$ cat src/rtl/sign_extension.sv
// rtl/sign_extension.sv - RV32I immediate generator (I/S/B/U/J) with optional output register
//
// Purpose:
//   Decode-stage immediate generator. Selects the immediate format from
//   opcode_i, rebuilds the immediate from the scattered fields of inst_i and
//   sign-extends it from inst_i[31]. imm_valid_o flags the opcodes that
//   carry an immediate; all other opcodes produce zero with the flag low.
//
// Configuration macro:
//   SIGN_EXT_REG_OUT_EN - when defined, both outputs are registered on
//   clk_i (1-cycle latency, asynchronous active-low reset to zero). When
//   undefined, the outputs are purely combinational and clk_i / rst_ni
//   are not used.
//
// Ports:
//   clk_i                 in   1           core clock (registered build only)
//   rst_ni                in   1           async active-low reset (registered build only)
//   inst_i                in   INST_WIDTH  raw instruction word
//   opcode_i              in   OPCODE      decoded major opcode, taken as given
//   immediate_extended_o  out  DATA_WIDTH  sign-extended immediate
//   imm_valid_o           out  1           opcode carries an immediate

module sign_extension #(
    parameter int INST_WIDTH = 32,
    parameter int DATA_WIDTH = 32,
    parameter int OPCODE     = 7
) (
    input  logic                  clk_i,
    input  logic                  rst_ni,
    input  logic [INST_WIDTH-1:0] inst_i,
    input  logic [OPCODE-1:0]     opcode_i,
    output logic [DATA_WIDTH-1:0] immediate_extended_o,
    output logic                  imm_valid_o
);

    // Major opcode encodings
    localparam logic [OPCODE-1:0] OP_LOAD   = 7'b0000011;
    localparam logic [OPCODE-1:0] OP_ALUI   = 7'b0010011;
    localparam logic [OPCODE-1:0] OP_AUIPC  = 7'b0010111;
    localparam logic [OPCODE-1:0] OP_STORE  = 7'b0100011;
    localparam logic [OPCODE-1:0] OP_ALU    = 7'b0110011;
    localparam logic [OPCODE-1:0] OP_LUI    = 7'b0110111;
    localparam logic [OPCODE-1:0] OP_BRANCH = 7'b1100011;
    localparam logic [OPCODE-1:0] OP_JALR   = 7'b1100111;
    localparam logic [OPCODE-1:0] OP_JAL    = 7'b1101111;

    typedef enum logic [2:0] {
        FMT_NONE = 3'd0,
        FMT_I    = 3'd1,
        FMT_S    = 3'd2,
        FMT_B    = 3'd3,
        FMT_U    = 3'd4,
        FMT_J    = 3'd5
    } imm_fmt_e;

    imm_fmt_e              fmt;
    logic                  sign;
    logic [DATA_WIDTH-1:0] imm_i_fmt;
    logic [DATA_WIDTH-1:0] imm_s_fmt;
    logic [DATA_WIDTH-1:0] imm_b_fmt;
    logic [DATA_WIDTH-1:0] imm_u_fmt;
    logic [DATA_WIDTH-1:0] imm_j_fmt;
    logic [DATA_WIDTH-1:0] imm_d;
    logic                  imm_valid_d;

    // Format select. OP_ALU, SYSTEM, FENCE and illegal opcodes fall to NONE.
    always_comb begin
        fmt = FMT_NONE;
        case (opcode_i)
            OP_ALUI, OP_LOAD, OP_JALR: fmt = FMT_I;
            OP_STORE:                  fmt = FMT_S;
            OP_BRANCH:                 fmt = FMT_B;
            OP_LUI, OP_AUIPC:          fmt = FMT_U;
            OP_JAL:                    fmt = FMT_J;
            OP_ALU:                    fmt = FMT_NONE;
            default:                   fmt = FMT_NONE;
        endcase
    end

    // The sign always comes from inst[31], whatever the format.
    assign sign = inst_i[31];

    // Shift-immediates are deliberately not special-cased: funct7 lands in
    // bits [11:5] and the ALU ignores the upper shamt bits.
    assign imm_i_fmt = {{20{sign}}, inst_i[31:20]};
    assign imm_s_fmt = {{20{sign}}, inst_i[31:25], inst_i[11:7]};
    // B and J offsets are in half-words, so bit 0 is always zero.
    assign imm_b_fmt = {{19{sign}}, inst_i[31], inst_i[7], inst_i[30:25],
                        inst_i[11:8], 1'b0};
    assign imm_u_fmt = {inst_i[31:12], 12'h000};
    assign imm_j_fmt = {{11{sign}}, inst_i[31], inst_i[19:12], inst_i[20],
                        inst_i[30:21], 1'b0};

    always_comb begin
        imm_d       = '0;
        imm_valid_d = 1'b0;
        case (fmt)
            FMT_I: begin
                imm_d       = imm_i_fmt;
                imm_valid_d = 1'b1;
            end
            FMT_S: begin
                imm_d       = imm_s_fmt;
                imm_valid_d = 1'b1;
            end
            FMT_B: begin
                imm_d       = imm_b_fmt;
                imm_valid_d = 1'b1;
            end
            FMT_U: begin
                imm_d       = imm_u_fmt;
                imm_valid_d = 1'b1;
            end
            FMT_J: begin
                imm_d       = imm_j_fmt;
                imm_valid_d = 1'b1;
            end
            default: begin
                imm_d       = '0;
                imm_valid_d = 1'b0;
            end
        endcase
    end

`ifdef SIGN_EXT_REG_OUT_EN
    logic [DATA_WIDTH-1:0] imm_q;
    logic                  imm_valid_q;

    // Async clear only; release waits for a real clock edge before the
    // first capture, so a mid-cycle deassert cannot load a glitch value.
    always_ff @(posedge clk_i or negedge rst_ni) begin
        if (!rst_ni) begin
            imm_q       <= '0;
            imm_valid_q <= 1'b0;
        end else begin
            imm_q       <= imm_d;
            imm_valid_q <= imm_valid_d;
        end
    end

    assign immediate_extended_o = imm_q;
    assign imm_valid_o          = imm_valid_q;

    // The opcode field of the word is ignored; opcode_i is authoritative.
    logic unused_inst_opcode;
    assign unused_inst_opcode = ^inst_i[6:0];
`else
    assign immediate_extended_o = imm_d;
    assign imm_valid_o          = imm_valid_d;

    // Clock and reset have no function in the combinational build.
    logic unused_clk_rst_opcode;
    assign unused_clk_rst_opcode = clk_i ^ rst_ni ^ (^inst_i[6:0]);
`endif

endmodule

$ cat config.mk
export PLATFORM = sky130hd
export DESIGN_NAME = sign_extension
export DESIGN_NICKNAME = d
export VERILOG_FILES = /design/src/rtl/sign_extension.sv
export SDC_FILE = /design/constraint.sdc
export NUM_CORES = 1
export LEC_CHECK = 0
export CORE_UTILIZATION = 25
export DETAILED_ROUTE_END_ITERATION = 8
export GPL_ROUTABILITY_DRIVEN = 1
export PLACE_DENSITY_LB_ADDON = 0.15
export SYNTH_ARGS = -nofsm -noshare
export SYNTH_HDL_FRONTEND = slang
export SYNTH_SLANG_ARGS = --single-unit
$ cat constraint.sdc
create_clock -name vclk -period 1.5
set_input_delay 0.15 -clock vclk [all_inputs]
set_output_delay 0.15 -clock vclk [all_outputs]
set_load 0.02 [all_outputs]
==> impl_metrics.yaml, run 1 <==
finish:
  clkbuf_count: 0
  fin_nets: 197
  area_growth_pct: 184
  seq_cell_count: 0
  fill_cells: 122
  seqCellArea_um2: 0
  multiInputGateArea_um2: 552
  layout_common_cells: "buf_6, clkdlybuf4s50_1, buf_4"
  drive_above_1_share: 0.539
  layout_commonest_cell: "buf_6"
  num_antenna_cells: 0
detailed_routing:
  drc: 0
  drtIter0Drc: 31
  ant_nets: 0
  vias: 938
  viasPerCell: 5.24
  wl_met3_um: 123
  wl_met1_mm: 1.26
  highest_layer: "met4"
  met2WireLength_mm: 1.67
  first_pass_iters: 4
  drt_wl_total_mm: 3.11
  wl_per_cell_um: 17.4
timing:
  finalHoldViolCount: 0
  holdWs_ps: 743
  fmax_ghz: 0.598
  worst_pin_slew_ps: 282
  final.setup.tns_ps: -3110
  report.final.slew_viol_count: 0
  setup_slack_ps: -171
  post-route-period-util: 1.11
  min_period_ps: 1670
  finalSetupViolations: 22
  rsz0062_at_grt: "yes"
  relSlewSlack: 0.812
floorplan:
  die_h_um: 46.8
  top_level_ports: 74
  num_rows: 15
  die-width_um: 46.8
  die_area_um2: 2190
  initial_core_util: 0.278
  core_um2: 1800
synthesis:
  ys_seq_area_frac: 0
  ys_warn_count: 0
  yosys-top-cells-area: "a21o_2, a21o_1, and2_1"
  synth_top_area_frac: 0.175
  synth_cells: 73
  synth_top_area_cell: "a21o_2"
  synth_cell_types: 27
  synth.cell_area_um2: 502
  avgSynthCellArea_um2: 6.87
  synth.net_count: 114
setup_path:
  required_ps: 1350
  end_kind: "primary output"
  criticalPathCategory: "in -> out"
  crit_fanout: 6
  cp.arrival_ps: 1520
  critical_path.startpoint_type: "primary input"
pwr:
  p_leak_nw: 0.748
  peakVddDrop_uv: 115
  power_density_nw_per_um2: 196
global_routing:
  overflow: 0
  grt_pass1_wl_mm: 4.42
  grt_pass1_vias: 915
  grt_max_degree: 12
  antenna_found_initial: 0
  grtUsageTotal: 0.282
cts:
  cts_hold_buf: 0
outcome:
  status: "complete, but fails checks"
  violations: "negative setup slack"
place:
  place_congestion: 0.864
  port_buffers: 65
  dpl.hpwl_mm: 1.89
hold_path:
  hp-start: "opcode_i[4]"
  hold_class: "in -> out"
  hold_path_depth: 4
  min_to: "immediate_extended_o[11]"
flow_run:
  cap_violations: 0
==> how the worst max path moves through the flow <==
stage | start | to | slack, ps | depth (start not counted)
2_1_floorplan | opcode_i[4] | immediate_extended_o[20] | 70 | 6
3_3_place_gp | opcode_i[6] | immediate_extended_o[20] | -1020 | 6
3_5_place_dp | opcode_i[6] | immediate_extended_o[20] | -1090 | 6
4_1_cts | opcode_i[6] | immediate_extended_o[24] | -270 | 8
5_1_grt | opcode_i[6] | immediate_extended_o[25] | -190 | 7
6_report | opcode_i[6] | immediate_extended_o[25] | -170 | 7
==> area by class of cell <==
| type | count | area share |
|---|---|---|
| Multi-Input combinational cell | 66 | 0.388 |
| Tap cell | 25 | 0.0220 |
| Timing Repair Buffer | 86 | 0.585 |
| Inverter | 2 | 0.00527 |
==> where the power goes <==
group / internal, mW / leakage, nW / switching (mW) / total, mW
combinational: 0.159 / 0.748 / 0.120 / 0.279
clock: 0 / 0 / 0 / 0
sequential: 0 / 0 / 0 / 0
==> Yosys cell counts <==
cell / count
a2111o_1: 1
a21o_1: 9
a21o_2: 10
a21oi_1: 1
a21oi_4: 1
a221oi_2: 1
a22o_1: 4
a32oi_1: 1
and2_1: 7
and3b_1: 1
and4_1: 2
buf_2: 1
buf_6: 1
clkbuf_1: 3
inv_1: 2
nand2_1: 8
nand2b_1: 2
nand3_1: 4
nor2_1: 1
nor2b_1: 1
nor3_1: 2
nor4_1: 1
o21ai_0: 3
o22ai_1: 3
o31ai_1: 1
or2_4: 1
or4_4: 1
==> metrics by stage <==
step / cell area (um^2) / cells / setup WS (ps) / util / power [mW]
CTS: 1430 / 181 / -274 / 0.792 / 0.265
global route: 1420 / 179 / -193 / 0.790 / 0.292
finish: 1420 / 179 / -171 / 0.790 / 0.279
floorplan: 505 / 73 / 66.4 / - / 0.0800
global placement: 1270 / 173 / -1020 / 0.706 / 0.238
detailed placement: 1270 / 173 / -1090 / 0.706 / 0.242
==> logic make-up (layout without fill, tap and decap cells) <==
| logic type | count (synthesis) | count (layout) | share of synthesized area |
|---|---|---|---|
| AOI/OAI and AO/OA | 35 | 35 | 0.574 |
| and+or+nand+nor | 31 | 31 | 0.357 |
| buffers and inverters | 7 | 88 | 0.0698 |
==> per-layer routing <==
layer	up-vias	GRT usage
met5	-	0
met4	0	0.0343
met3	6	0.0192
met2	36	0.517
met1	453	0.370
li1	443	-
==> repair_timing <==
action                     4_1_cts  5_1_grt
pin swaps                       12        7
gates resized for setup        217       19
gates cloned                     1        0
setup endpoints to repair       33       33
setup buffers                    7        0
==> worst max-delay path, stage by stage <==
cell and delay, ps:
buf_8 90, or2_4 250, or4_4 470, a21oi_4 180, buf_6 160, a21o_1 100, buf_6 110
Power figures use the tool's default switching activity.
==> run 2: changes to the inputs <==
--- a/config.mk
+++ b/config.mk
@@ -5,6 +5,7 @@
 export SDC_FILE = /design/constraint.sdc
 export NUM_CORES = 1
 export LEC_CHECK = 0
+export CAP_MARGIN = 20
 export CORE_UTILIZATION = 25
 export DETAILED_ROUTE_END_ITERATION = 8
 export GPL_ROUTABILITY_DRIVEN = 1
==> results of run 2 <==
Final layout, timing and power as in run 1 (identical DEF).
